File: src/rtl/ps2_move_decoder_pkg.sv
// Scancodes, direction encodings, decoder states and the key lookup shared by the
// PS/2 move decoder and its bench-facing users.
package ps2_move_decoder_pkg;

  localparam logic [7:0] SC_E0    = 8'hE0;
  localparam logic [7:0] SC_F0    = 8'hF0;
  localparam logic [7:0] SC_W     = 8'h1D;
  localparam logic [7:0] SC_S     = 8'h1B;
  localparam logic [7:0] SC_A     = 8'h1C;
  localparam logic [7:0] SC_D     = 8'h23;
  localparam logic [7:0] SC_ENTER = 8'h5A;
  localparam logic [7:0] SC_UP    = 8'h75;
  localparam logic [7:0] SC_DOWN  = 8'h72;
  localparam logic [7:0] SC_LEFT  = 8'h6B;
  localparam logic [7:0] SC_RIGHT = 8'h74;

  localparam logic [1:0] DIR_UP    = 2'd0;
  localparam logic [1:0] DIR_DOWN  = 2'd1;
  localparam logic [1:0] DIR_LEFT  = 2'd2;
  localparam logic [1:0] DIR_RIGHT = 2'd3;

  typedef enum logic [1:0] {
    ST_IDLE    = 2'd0,
    ST_EXT     = 2'd1,
    ST_BRK     = 2'd2,
    ST_EXT_BRK = 2'd3
  } dec_state_t;

  typedef struct packed {
    logic       is_dir;
    logic       is_enter;
    logic [1:0] dir;
  } key_t;

  // Arrows only exist in the extended table; WASD and Enter only in the plain one.
  function automatic key_t decode_key(input logic [7:0] code, input logic ext);
    key_t k;
    k = '0;
    if (ext) begin
      case (code)
        SC_UP:    begin k.is_dir = 1'b1; k.dir = DIR_UP;    end
        SC_DOWN:  begin k.is_dir = 1'b1; k.dir = DIR_DOWN;  end
        SC_LEFT:  begin k.is_dir = 1'b1; k.dir = DIR_LEFT;  end
        SC_RIGHT: begin k.is_dir = 1'b1; k.dir = DIR_RIGHT; end
        default:  ;
      endcase
    end else begin
      case (code)
        SC_W:     begin k.is_dir = 1'b1; k.dir = DIR_UP;    end
        SC_S:     begin k.is_dir = 1'b1; k.dir = DIR_DOWN;  end
        SC_A:     begin k.is_dir = 1'b1; k.dir = DIR_LEFT;  end
        SC_D:     begin k.is_dir = 1'b1; k.dir = DIR_RIGHT; end
        SC_ENTER: k.is_enter = 1'b1;
        default:  ;
      endcase
    end
    return k;
  endfunction

endpackage

File: src/rtl/ps2_move_decoder_key_repeat_timer.sv
// Auto-repeat down-counter: expire pulses one cycle before the count would hit zero,
// so a reload of N yields pulses N cycles apart.
module key_repeat_timer #(
  parameter int REPEAT_DELAY  = 25_000_000,
  parameter int REPEAT_PERIOD = 5_000_000
) (
  input  logic CLOCK_50,
  input  logic reset,
  input  logic load_delay,
  input  logic load_period,
  input  logic enable,
  output logic expire
);

  localparam int MAXV = (REPEAT_DELAY > REPEAT_PERIOD) ? REPEAT_DELAY : REPEAT_PERIOD;
  localparam int CW   = $clog2(MAXV + 1);

  logic [CW-1:0] cnt;

  // A fresh press must load even while the previous direction is idle.
  always_ff @(posedge CLOCK_50) begin
    if (reset)              cnt <= '0;
    else if (load_delay)    cnt <= CW'(REPEAT_DELAY);
    else if (!enable)       cnt <= '0;
    else if (load_period)   cnt <= CW'(REPEAT_PERIOD);
    else if (cnt != '0)     cnt <= cnt - CW'(1);
  end

  assign expire = enable && (cnt == CW'(1));

endmodule

File: src/rtl/ps2_move_decoder.sv
// PS/2 set-2 make/break decoder: held-key levels plus one-cycle move pulses with
// typematic suppression, auto-repeat of the active direction and prefix timeout.
module ps2_move_decoder
  import ps2_move_decoder_pkg::*;
#(
  parameter int REPEAT_DELAY   = 25_000_000,
  parameter int REPEAT_PERIOD  = 5_000_000,
  parameter int PREFIX_TIMEOUT = 2_500_000
) (
  input  logic       CLOCK_50,
  input  logic       reset,
  input  logic [7:0] received_data,
  input  logic       received_data_en,
  output logic [3:0] key_held,
  output logic       enter_held,
  output logic       move_valid,
  output logic [1:0] move_dir,
  output logic [7:0] last_code
);

  localparam int TO_W = $clog2(PREFIX_TIMEOUT + 1);

  dec_state_t     state, state_nxt;
  logic [TO_W-1:0] to_cnt;
  logic           dec_en, dec_brk, dec_ext, timeout;
  key_t           key;
  logic           act_vld;
  logic [1:0]     act_dir;
  logic           make_new, brk_act, rep_fire, expire;

  always_comb begin
    state_nxt = state;
    dec_en    = 1'b0;
    dec_brk   = 1'b0;
    dec_ext   = 1'b0;
    timeout   = (state != ST_IDLE) && (to_cnt == TO_W'(PREFIX_TIMEOUT - 1));
    if (received_data_en) begin
      if (received_data == SC_E0) begin
        state_nxt = ST_EXT;
      end else begin
        case (state)
          ST_IDLE:
            if (received_data == SC_F0) state_nxt = ST_BRK;
            else                        dec_en    = 1'b1;
          ST_EXT:
            if (received_data == SC_F0) state_nxt = ST_EXT_BRK;
            else begin
              dec_en    = 1'b1;
              dec_ext   = 1'b1;
              state_nxt = ST_IDLE;
            end
          ST_BRK: begin
            dec_en    = 1'b1;
            dec_brk   = 1'b1;
            state_nxt = ST_IDLE;
          end
          ST_EXT_BRK: begin
            dec_en    = 1'b1;
            dec_brk   = 1'b1;
            dec_ext   = 1'b1;
            state_nxt = ST_IDLE;
          end
          default: state_nxt = ST_IDLE;
        endcase
      end
    end else if (timeout) begin
      state_nxt = ST_IDLE;
    end
  end

  assign key      = decode_key(received_data, dec_ext);
  assign make_new = dec_en && !dec_brk && key.is_dir && !key_held[key.dir];
  assign brk_act  = dec_en && dec_brk && key.is_dir && act_vld && (act_dir == key.dir);
  // A new press owns the pulse slot; releasing the active key kills a pending repeat.
  assign rep_fire = expire && !make_new && !brk_act;

  always_ff @(posedge CLOCK_50) begin
    if (reset) begin
      state      <= ST_IDLE;
      to_cnt     <= '0;
      key_held   <= '0;
      enter_held <= 1'b0;
      move_valid <= 1'b0;
      move_dir   <= DIR_UP;
      last_code  <= 8'h00;
      act_vld    <= 1'b0;
      act_dir    <= DIR_UP;
    end else begin
      state      <= state_nxt;
      to_cnt     <= (received_data_en || state_nxt == ST_IDLE) ? '0 : to_cnt + TO_W'(1);
      move_valid <= make_new || rep_fire;
      if (received_data_en && received_data != SC_E0 && received_data != SC_F0)
        last_code <= received_data;
      if (dec_en && key.is_dir)   key_held[key.dir] <= !dec_brk;
      if (dec_en && key.is_enter) enter_held        <= !dec_brk;
      if (make_new) begin
        move_dir <= key.dir;
        act_dir  <= key.dir;
        act_vld  <= 1'b1;
      end else if (rep_fire) begin
        move_dir <= act_dir;
      end
      if (brk_act) act_vld <= 1'b0;
    end
  end

  key_repeat_timer #(
    .REPEAT_DELAY  (REPEAT_DELAY),
    .REPEAT_PERIOD (REPEAT_PERIOD)
  ) u_timer (
    .CLOCK_50    (CLOCK_50),
    .reset       (reset),
    .load_delay  (make_new),
    .load_period (rep_fire),
    .enable      (act_vld),
    .expire      (expire)
  );

endmodule
File: config.mk
export PLATFORM = sky130hd
export DESIGN_NAME = ps2_move_decoder
export DESIGN_NICKNAME = d
export VERILOG_FILES = /design/src/rtl/ps2_move_decoder_pkg.sv /design/src/rtl/ps2_move_decoder_key_repeat_timer.sv /design/src/rtl/ps2_move_decoder.sv
export SDC_FILE = /design/constraint.sdc
export NUM_CORES = 1
export LEC_CHECK = 0
export BUFFER_PORTS_ARGS = -buffer_cell sky130_fd_sc_hd__buf_2
export CORE_UTILIZATION = 65
export CTS_BUF_LIST = sky130_fd_sc_hd__clkbuf_4 sky130_fd_sc_hd__clkbuf_8
export DETAILED_ROUTE_END_ITERATION = 10
export PLACE_DENSITY = 0.85
export SETUP_SLACK_MARGIN = 0.2
export SLEW_MARGIN = 20
export SYNTH_ARGS = -nofsm -noshare
export SYNTH_HDL_FRONTEND = slang
export SYNTH_SLANG_ARGS = --single-unit
File: constraint.sdc
create_clock -name CLOCK_50 -period 3.8 [get_ports CLOCK_50]
set_clock_uncertainty 0.05 [all_clocks]
set_input_delay 0.19 -clock CLOCK_50 [delete_from_list [all_inputs] [get_ports CLOCK_50]]
set_output_delay 0.19 -clock CLOCK_50 [all_outputs]
set_load 0.005 [all_outputs]
==> impl_metrics.yaml, run 1 <==
clock_tree:
  insertion_delay_ns: 0.35
  cts.root.buffer_cell: "sky130_fd_sc_hd__clkbuf_8"
  worst_setup_hold_path_clk_slew_ns: 0.07
  cts_setup_buffers: 0
  clock-sinks: 68
  tritoncts: "done"
  cts_buffers: 9
  clk_path_buf_depth: 2
  hold_buffers: 0
  clock_tree.htree_level_count: 3
  resized_after_cts: 0
sta:
  report.final.slew_viol_count: 0
  period_utilization_post_route: 0.817
  fin_crit_ns: 3.11
  report.final.hold_viol_count: 0
  hold_ws_ns: 0.117
  rsz0062_at_grt: "false"
  final_sum_of_negative_setup_slack_ns: 0
  max-slew-margin-rel: 0.463
  setup_viol: 0
  worst_slew_pin_slew_ns: 0.798
  max_frequency_mhz: 322
route:
  route.final.wire_length_mm: 8.16
  dr_total_vias: 3289
  wl_per_cell_um: 15.6
  detail_route.iter0.violations: 260
  per_cell_via_count_in_the_routed_design: 6.30
  drt_first_pass_iters: 7
  detail-route-antenna-nets: 0
  drc_errors: 0
finish:
  finish.net_count: 461
  ant_cells: 0
  final-instance-count-excl-fill: 522
  drive_gt1_frac: 0.137
  syn2layout_area_growth_pct: 9.73
  filler_cell_count: 406
  fin_area_sq_um: 3920
placement:
  place_area_sq_um: 3710
  place.detailed.instances: 506
  place_congestion: 0.923
  portBuffers: 26
  hpwl_mm: 5.32
job:
  max_cap_viol_count: 0
synth:
  synth_edf_count: 0
  postSynth.topFlopCell: "sky130_fd_sc_hd__dfxtp_1"
  post_synth_inst_count: 428
  seq_area_frac_synth: 0.381
  ys_warn_count: 0
  avgSynthCellArea_sq_um: 8.35
  yosys.area_share.simple: 0.295
  synth-seq-cells: 68
  post_synth_fa_ha_maj_area_fraction: 0.0105
  synth.net_count: 442
  synthesized_area_fraction_occupied_by_ao_oa_aoi_and_oai_cells: 0.156
  synth.mux.area_fraction: 0.0255
  syn-cell-area_sq_um: 3580
  ys_async_sr_fraction: 0
  synth_xor_xnor_area_share: 0.0906
  synthDistinctLibCells: 71
  synth_top_family_by_area: "simple AND/OR/NAND/NOR gates"
power_and_ir_drop:
  worst_ir_drop_vdd_mv: 0.267
  power_leakage_uw: 0.00147
  post-layout-total-power_uw: 1450
  power-per-cell-area_nw_per_um2: 369
die:
  io-pin-count: 27
  die_h_um: 76.2
  initial_core_util: 0.687
  core.rowCount: 26
  dieWidth_um: 76.2
  placeable_core_region_sq_um: 5200
  dieArea_sq_um: 5800
global_routing:
  grtUsageTotal: 0.300
  grt_antenna_before_repair: 0
  vias_in_the_first_global_route: 3097
  grt_first_pass_wirelength_mm: 13.9
  grt-ovfl-total: 0
  pin_count_of_the_biggest_net_entering_global_routing: 25
setup_path:
  critical_path_arrival_ns: 3.27
  worst_ep_required_time_ns: 3.97
  nature_of_the_critical_path_startpoint: "flop"
  worst_setup_path_startpoint: "u_timer.cnt[3]"
  r2r-start: "u_timer.cnt[3]"
  cp_max_fo: 14
  worst_setup_path_end_kind: "flop"
  worstSetupPathType: "flop to flop"
worst_hold_path:
  hold_path.class: "primary input to flop"
  hp-start: "received_data[2]"
outcome:
  status: "completed"
layout by cell type, fill, tap and decap left out, types with 5 or more instances in the layout:
cell and count:
sky130_fd_sc_hd__mux2i_1 8, sky130_fd_sc_hd__nand3_1 16, sky130_fd_sc_hd__nor2b_1 7, sky130_fd_sc_hd__buf_2 26
sky130_fd_sc_hd__nand4_1 10, sky130_fd_sc_hd__xnor2_1 24, sky130_fd_sc_hd__or3_1 7, sky130_fd_sc_hd__dfxtp_1 68
sky130_fd_sc_hd__a21oi_1 30, sky130_fd_sc_hd__nand2b_1 5, sky130_fd_sc_hd__nor4_1 9, sky130_fd_sc_hd__xor2_1 13
sky130_fd_sc_hd__and3_1 6, sky130_fd_sc_hd__nor2_1 62, sky130_fd_sc_hd__a211oi_1 8, sky130_fd_sc_hd__inv_1 13
sky130_fd_sc_hd__o21ai_0 13, sky130_fd_sc_hd__clkbuf_8 12, sky130_fd_sc_hd__nand2_1 27, sky130_fd_sc_hd__o41ai_1 5
sky130_fd_sc_hd__nor3_1 11
metal layers:
layer | track usage | up-vias | share of wire
li1 | - | 1569 | -
met1 | 0.360 | 1542 | 0.43
met2 | 0.507 | 150 | 0.48
met3 | 0.0754 | 28 | 0.071
met4 | 0.133 | 0 | 0.024
met5 | 0 | - | 0
cells in the mapped netlist, drive strengths merged (4+ instances only):
library cell,count,share of area
nand2,28,0.030
nor3,12,0.018
nor2,63,0.067
buf,9,0.016
o21ai,17,0.026
nor4,10,0.022
clkbuf,10,0.010
nand3,17,0.025
o41ai,5,0.012
xnor2,24,0.059
or3,7,0.012
dfxtp,68,0.38
and3,6,0.010
a21oi,30,0.042
inv,14,0.015
or4,4,0.010
a211oi,9,0.020
nor2b,7,0.012
nor4b,4,0.012
nand2b,5,0.0087
nand4,10,0.017
xor2,13,0.032
mux2i,8,0.022
critical path, stage by stage, from the launching register on:
cell and delay (ns):
sky130_fd_sc_hd__dfxtp_1 0.35, sky130_fd_sc_hd__nor4_1 0.71, sky130_fd_sc_hd__nand4_1 0.53, sky130_fd_sc_hd__nor4_4 0.73, sky130_fd_sc_hd__nand2b_1 0.25, sky130_fd_sc_hd__or3_1 0.14
sky130_fd_sc_hd__xor2_1 0.16, sky130_fd_sc_hd__nor2_1 0.06
final cells by class:
| cell class | count | area (sq um) | share of cell area |
|---|---|---|---|
| Clock inverter | 3 | 43.8 | 0.0112 |
| Timing Repair Buffer | 27 | 138 | 0.0351 |
| Clock buffer | 13 | 173 | 0.0440 |
| Tap cell | 70 | 87.6 | 0.0223 |
| Sequential cell | 68 | 1360 | 0.347 |
| Multi-Input combinational cell | 327 | 2070 | 0.527 |
| Inverter | 14 | 52.6 | 0.0134 |
path summary, 6_finish.rpt:
path | slack [ns] | depth (start not counted) | endpoint
max | 0.69 | 7 | u_timer.cnt[5]
min | 0.12 | 3 | last_code[2]
max reg2reg | 0.69 | 7 | u_timer.cnt[5]
min reg2reg | 0.40 | 2 | last_code[2]
power by group:
| group | total, uW | internal (uW) | switching [uW] |
|---|---|---|---|
| Sequential | 721 | 718 | 3.11 |
| Clock | 640 | 364 | 275 |
| Combinational | 86.1 | 32.9 | 53.2 |
flip-flops by register name, summed over array words and instances (netlist names):
name         cells
act_dir          2
u_timer.cnt     25
key_held         4
state            2
enter_held       1
move_valid       1
act_vld          1
last_code        8
move_dir         2
to_cnt          22
through the flow:
| stage | util | setup WS, ns |
|---|---|---|
| floorplan | - | 1.25 |
| global placement | 0.712 | 0.993 |
| detailed placement | 0.712 | 0.860 |
| CTS | 0.754 | 0.793 |
| global route | 0.754 | 0.473 |
| finish | 0.754 | 0.695 |
cells by family (layout without fill, tap and decap cells):
logic type | after synthesis | in the layout
AO/OA/AOI/OAI | 84 | 84
adder cells (fa/ha/maj) | 3 | 3
XOR/XNOR | 37 | 37
flip-flops | 68 | 68
AND/OR/NAND/NOR | 194 | 194
buffers and inverters | 33 | 57
multiplexers | 9 | 9
No activity file was read; power rests on OpenSTA's default activity.
==> run 2: changes to the inputs <==
Settings changed: CORE_UTILIZATION 65 to 56, PLACE_DENSITY 0.85 to 0.78.
Clock period 3.8 ns to 2.6 ns, I/O delays scaled along.
==> run 2 against run 1 <==
Net effect:
- global-route usage decreased by 4.9 points
- wire length decreased by 0.17%
- total power grew 37%
- utilization is 4.7 points lower
- maximum frequency rose by 24%
- worst hold slack worse by 0.066 ns
- critical endpoint is now u_timer.cnt[6]
- cell count is 6.7% higher
- combinational power increased by 68%
==> impl_metrics.yaml, run 2 (same netlist as run 1, synthesis figures left out) <==
sta:
  worst_slew_pin_slew_ns: 0.744
  max_frequency_mhz: 398
  report.final.hold_viol_count: 0
  period_utilization_post_route: 0.967
  setup_viol: 0
  max-slew-margin-rel: 0.501
  fin_crit_ns: 2.51
  hold_ws_ns: 0.0512
  report.final.slew_viol_count: 0
  final_sum_of_negative_setup_slack_ns: 0
  rsz0062_at_grt: "true"
worst_hold_path:
  hp-start: "received_data[2]"
  hold_path.class: "primary input to flop"
clock_tree:
  worst_setup_hold_path_clk_slew_ns: 0.07
  insertion_delay_ns: 0.35
  clk_path_buf_depth: 2
  tritoncts: "done"
  clock-sinks: 68
  cts_buffers: 9
  cts.root.buffer_cell: "sky130_fd_sc_hd__clkbuf_8"
  clock_tree.htree_level_count: 3
route:
  drt_first_pass_iters: 6
  detail-route-antenna-nets: 0
  detail_route.iter0.violations: 148
  per_cell_via_count_in_the_routed_design: 5.93
  dr_total_vias: 3302
  route.final.wire_length_mm: 8.14
  wl_per_cell_um: 14.6
  drc_errors: 0
setup_path:
  largest_stage_delay_on_the_critical_path_ns: 0.52
  cp_max_fo: 6
  crit_chain: "or4_4 > or4_4 > buf_6 > nor4_4 > buf_4 > buf_4 > buf_6 > nor2_2 > a21oi_2 > o21ai_1"
  worstSetupPathType: "flop to flop"
  critical_path_arrival_ns: 2.68
  worst_setup_path_startpoint: "u_timer.cnt[19]"
  worst_setup_path_end_kind: "flop"
  crit_family: "simple AND/OR/NAND/NOR gates"
  nature_of_the_critical_path_startpoint: "flop"
  r2r-start: "u_timer.cnt[19]"
  worst_ep_required_time_ns: 2.76
  critical_path.slowest_cell: "sky130_fd_sc_hd__or4_4"
  worst-path-buf-inv: 4
placement:
  place.detailed.instances: 527
  place_congestion: 0.896
  hpwl_mm: 5.41
  portBuffers: 26
power_and_ir_drop:
  power-per-cell-area_nw_per_um2: 467
  post-layout-total-power_uw: 1990
  power.share.sequential: 0.530
  combinationalPowerShare: 0.073
  clock_power_share: 0.397
  power_leakage_uw: 0.00164
  power.switching_fraction: 0.233
  p_switching_uw: 464
  worst_ir_drop_vdd_mv: 0.372
  cell_internal_pwr_uw: 1530
finish:
  filler_cell_count: 474
  largest_register_ff_count: 25
  most_frequent_standard_cell_in_the_layout_excluding_fill_and_tap_cells: "sky130_fd_sc_hd__dfxtp_1"
  final_cell_utilization_of_the_core: 0.707
  drive_gt1_frac: 0.234
  final-instance-count-excl-fill: 557
  commonest_non_fill_non_tap_cells_in_the_layout: "66 x sky130_fd_sc_hd__dfxtp_1, 55 x sky130_fd_sc_hd__nor2_1, 27 x sky130_fd_sc_hd__nand2_1, 27 x sky130_fd_sc_hd__a21oi_1"
  syn2layout_area_growth_pct: 19.1
  multiInputGateArea_sq_um: 2180
  largestRegisters: "u_timer.cnt: 25 flops, to_cnt: 22 flops, last_code: 8 flops"
  max_flop_register: "u_timer.cnt"
  area.sequential_sq_um: 1360
  finish.net_count: 492
  ant_cells: 0
job:
  max_cap_viol_count: 0
die:
  core.rowCount: 28
  initial_core_util: 0.593
  dieArea_sq_um: 6710
  io-pin-count: 27
  dieWidth_um: 81.9
  placeable_core_region_sq_um: 6030
  die_h_um: 81.9
global_routing:
  grt_antenna_before_repair: 0
  grt_first_pass_wirelength_mm: 13.0
  grtUsageTotal: 0.251
  vias_in_the_first_global_route: 2852
  grt-ovfl-total: 0
  pin_count_of_the_biggest_net_entering_global_routing: 25
outcome:
  status: "completed"
[run 2: tightest hold or removal path, cell delays in order]
cell	delay, ns
sky130_fd_sc_hd__buf_2	0.15
sky130_fd_sc_hd__nand2_1	0.07
sky130_fd_sc_hd__a21oi_1	0.05
[run 2: timing repair]
| action | CTS | global route |
|---|---|---|
| endpoints found under the hold margin | 0 | 0 |
| resized for setup | 12 | 24 |
| setup endpoints to repair | 24 | 24 |
| pin swaps | 12 | 10 |
| hold buffers | 0 | 0 |
| buffers inserted | 7 | 7 |
| gates cloned | 1 | 0 |
[run 2: per-stage QoR]
step / worst slack [ns] / cell area [sq um]
2_1_floorplan: 0.0784 / 3580
5_1_grt: 0.0269 / 4260
6_report: 0.0866 / 4260
3_3_place_gp: 0.0888 / 3840
4_1_cts: 0.154 / 4120
3_5_place_dp: 0.0117 / 3840
[run 2: final timing paths]
path	endpoint	slack, ns	cells after the start
hold reg to reg	last_code[0]	0.40	2
setup reg to reg	u_timer.cnt[6]	0.09	10
hold / removal	last_code[2]	0.05	3
setup / recovery	u_timer.cnt[6]	0.09	10
[run 2: final cells by class]
class	count	area share
multi-input cells	327	0.511
flip-flops and latches	68	0.320
repair buffers	58	0.0922
clock buffers	13	0.0391
well taps	75	0.0220
inverters	14	0.0135
clock inverters	2	0.00235
[run 2: power by group through the flow]
| stage | Combinational, uW | Clock (uW) | Sequential (uW) |
|---|---|---|---|
| final | 145 | 790 | 1050 |
| after CTS | 131 | 807 | 1050 |
| after detailed placement | 126 | 0 | 1080 |
| after global placement | 124 | 0 | 1080 |
| after floorplan | 89.6 | 0 | 1080 |
| after global routing | 158 | 843 | 1050 |
[run 2: routing by layer]
layer | GRT usage | share of wire
met5 | 0 | 0
met4 | 0.0982 | 0.018
met3 | 0.0456 | 0.046
met2 | 0.385 | 0.47
met1 | 0.347 | 0.47
==> run 3: changes to the inputs <==
Settings changed: SETUP_SLACK_MARGIN 0.2 to not set.
==> run 3 against run 2 <==
Net effect:
- worst hold slack gained 0.010 ns
- via count fell by 3.8%
- critical path type unchanged
- cell count is 2.9% lower
==> impl_metrics.yaml, run 3 (same netlist as run 1, synthesis figures left out) <==
clock_tree:
  clock-sinks: 68
  tritoncts: "done"
  worst_setup_hold_path_clk_slew_ns: 0.07
  clock_tree.htree_level_count: 3
  cts_buffers: 9
  insertion_delay_ns: 0.34
  cts_setup_buffers: 0
  hold_buffers: 0
  clk_path_buf_depth: 2
  cts.root.buffer_cell: "sky130_fd_sc_hd__clkbuf_8"
power_and_ir_drop:
  post-layout-total-power_uw: 2040
  power_leakage_uw: 0.00153
  power.share.sequential: 0.517
  power.switching_fraction: 0.228
  power-per-cell-area_nw_per_um2: 506
  combinationalPowerShare: 0.063
  clock_power_share: 0.420
  cell_internal_pwr_uw: 1570
  worst_ir_drop_vdd_mv: 0.398
  p_switching_uw: 465
sta:
  final_critical_path_setup_slack_ns: 0.0515
  period_utilization_post_route: 0.980
  report.final.slew_viol_count: 0
  max_frequency_mhz: 392
  max-slew-margin-rel: 0.549
  setup_viol: 0
  fin_crit_ns: 2.55
  hold_ws_ns: 0.0613
  rsz0062_at_grt: "true"
  report.final.hold_viol_count: 0
  worst_slew_pin_slew_ns: 0.673
die:
  dieWidth_um: 81.9
  die_h_um: 81.9
  dieArea_sq_um: 6710
  io-pin-count: 27
  placeable_core_region_sq_um: 6030
  initial_core_util: 0.593
  core.rowCount: 28
global_routing:
  grtUsageTotal: 0.251
  grt-ovfl-total: 0
  pin_count_of_the_biggest_net_entering_global_routing: 25
  grt_first_pass_wirelength_mm: 12.9
  grt_antenna_before_repair: 0
  vias_in_the_first_global_route: 2851
route:
  route.final.wire_length_mm: 7.75
  detail-route-antenna-nets: 0
  wl_per_cell_um: 14.3
  detail_route.iter0.violations: 129
  per_cell_via_count_in_the_routed_design: 5.87
  drt_first_pass_iters: 5
  dr_total_vias: 3178
  drc_errors: 0
setup_path:
  setup.reg_to_reg.worst_slack_ns: 0.05
  worstSetupPathType: "flop to flop"
  critPathCapture: "move_dir[0]"
  worst_setup_path_end_kind: "flop"
  worst_setup_path_startpoint: "u_timer.cnt[18]"
  nature_of_the_critical_path_startpoint: "flop"
  largest_stage_delay_on_the_critical_path_ns: 0.53
  cp_max_fo: 4
  critical_path_arrival_ns: 2.73
  r2r-start: "u_timer.cnt[18]"
  depth_of_the_critical_timing_path_with_buffers_and_inverters_included: 7
  crit_family: "simple AND/OR/NAND/NOR gates"
  worst_ep_required_time_ns: 2.78
  crit_chain: "or4_4 > or4_4 > nor3_4 > and4b_2 > nand2_2 > o21ai_2 > mux2_1"
  critical_path.most_common_cell: "sky130_fd_sc_hd__or4_4"
  r2r.worst_path.cells: 7
  worst-path-buf-inv: 0
  critical_path.slowest_cell: "sky130_fd_sc_hd__or4_4"
  timing.rr.end: "move_dir[0]"
worst_hold_path:
  min_delay_path_depth: 3
  hold_path.class: "primary input to flop"
finish:
  drive_gt1_frac: 0.165
  max_flop_register: "u_timer.cnt"
  multiInputGateArea_sq_um: 2080
  area.sequential_sq_um: 1360
  ant_cells: 0
  commonest_non_fill_non_tap_cells_in_the_layout: "68 x sky130_fd_sc_hd__dfxtp_1, 62 x sky130_fd_sc_hd__nor2_1, 30 x sky130_fd_sc_hd__a21oi_1"
  largest_register_ff_count: 25
  syn2layout_area_growth_pct: 12.7
  most_frequent_standard_cell_in_the_layout_excluding_fill_and_tap_cells: "sky130_fd_sc_hd__dfxtp_1"
  filler_cell_count: 491
  finish.net_count: 476
  largestRegisters: "u_timer.cnt: 25 flops, to_cnt: 22 flops, last_code: 8 flops"
placement:
  portBuffers: 26
  hpwl_mm: 5.42
  preCtsSetupSlack_ns: 0.0281
  place_congestion: 0.939
outcome:
  status: "completed"
job:
  max_cap_viol_count: 0
## run 3: changes by cell type in the layout (fill, tap and decap cells not counted), moves of 4 or more
| cell | previous run | this run |
|---|---|---|
| sky130_fd_sc_hd__buf_4 | 26 | 16 |
| sky130_fd_sc_hd__buf_6 | 6 | 0 |
| sky130_fd_sc_hd__nor2_1 | 55 | 62 |
| sky130_fd_sc_hd__nor2_2 | 5 | 1 |
## run 3: timing repair
item,CTS,global route
resized for setup,0,2
endpoints found under the setup margin,0,3
endpoints found under the hold margin,0,0
## run 3: tightest hold or removal path: stages
cell	delay (ns)
sky130_fd_sc_hd__buf_2	0.15
sky130_fd_sc_hd__nand2_1	0.07
sky130_fd_sc_hd__a21oi_1	0.05
## run 3: final cells by class
| type | instances | area share |
|---|---|---|
| clock inverter | 4 | 0.0124 |
| sequential | 68 | 0.338 |
| timing repair buffer | 42 | 0.0621 |
| tap | 75 | 0.0233 |
| clock buffer | 11 | 0.0360 |
| inverter | 14 | 0.0130 |
| multi-input combinational | 327 | 0.515 |
## run 3: how the worst min path moves through the flow
stage | slack [ns] | from | endpoint
floorplan | 0.22 | received_data[5] | last_code[5]
global placement | 0.39 | last_code[2] | last_code[2]
detailed placement | 0.39 | last_code[2] | last_code[2]
CTS | 0.04 | received_data[2] | last_code[2]
global route | 0.07 | received_data[1] | last_code[1]
finish | 0.06 | received_data[2] | last_code[2]
## run 3: metal layers
metal	up-vias	wire [um]	track usage
met4	0	127	0.133
met3	11	300	0.0478
met2	74	3540	0.393
met5	-	0	0
met1	1487	3780	0.324
li1	1606	-	-
## run 3: per-stage QoR
stage / TNS (ns) / util / cells / area, sq um
floorplan: 0 / - / 428 / 3580
global placement: 0 / 0.635 / 526 / 3830
detailed placement: 0 / 0.635 / 526 / 3830
CTS: 0 / 0.667 / 541 / 4020
global route: -0.00456 / 0.669 / 541 / 4030
finish: 0 / 0.669 / 541 / 4030
## run 3: power by group through the flow
stage	combinational [uW]	sequential, uW	clock [uW]
global route	141	1050	919
finish	128	1050	857
global placement	124	1080	0
detailed placement	125	1080	0
CTS	126	1050	877
floorplan	89.2	1080	0
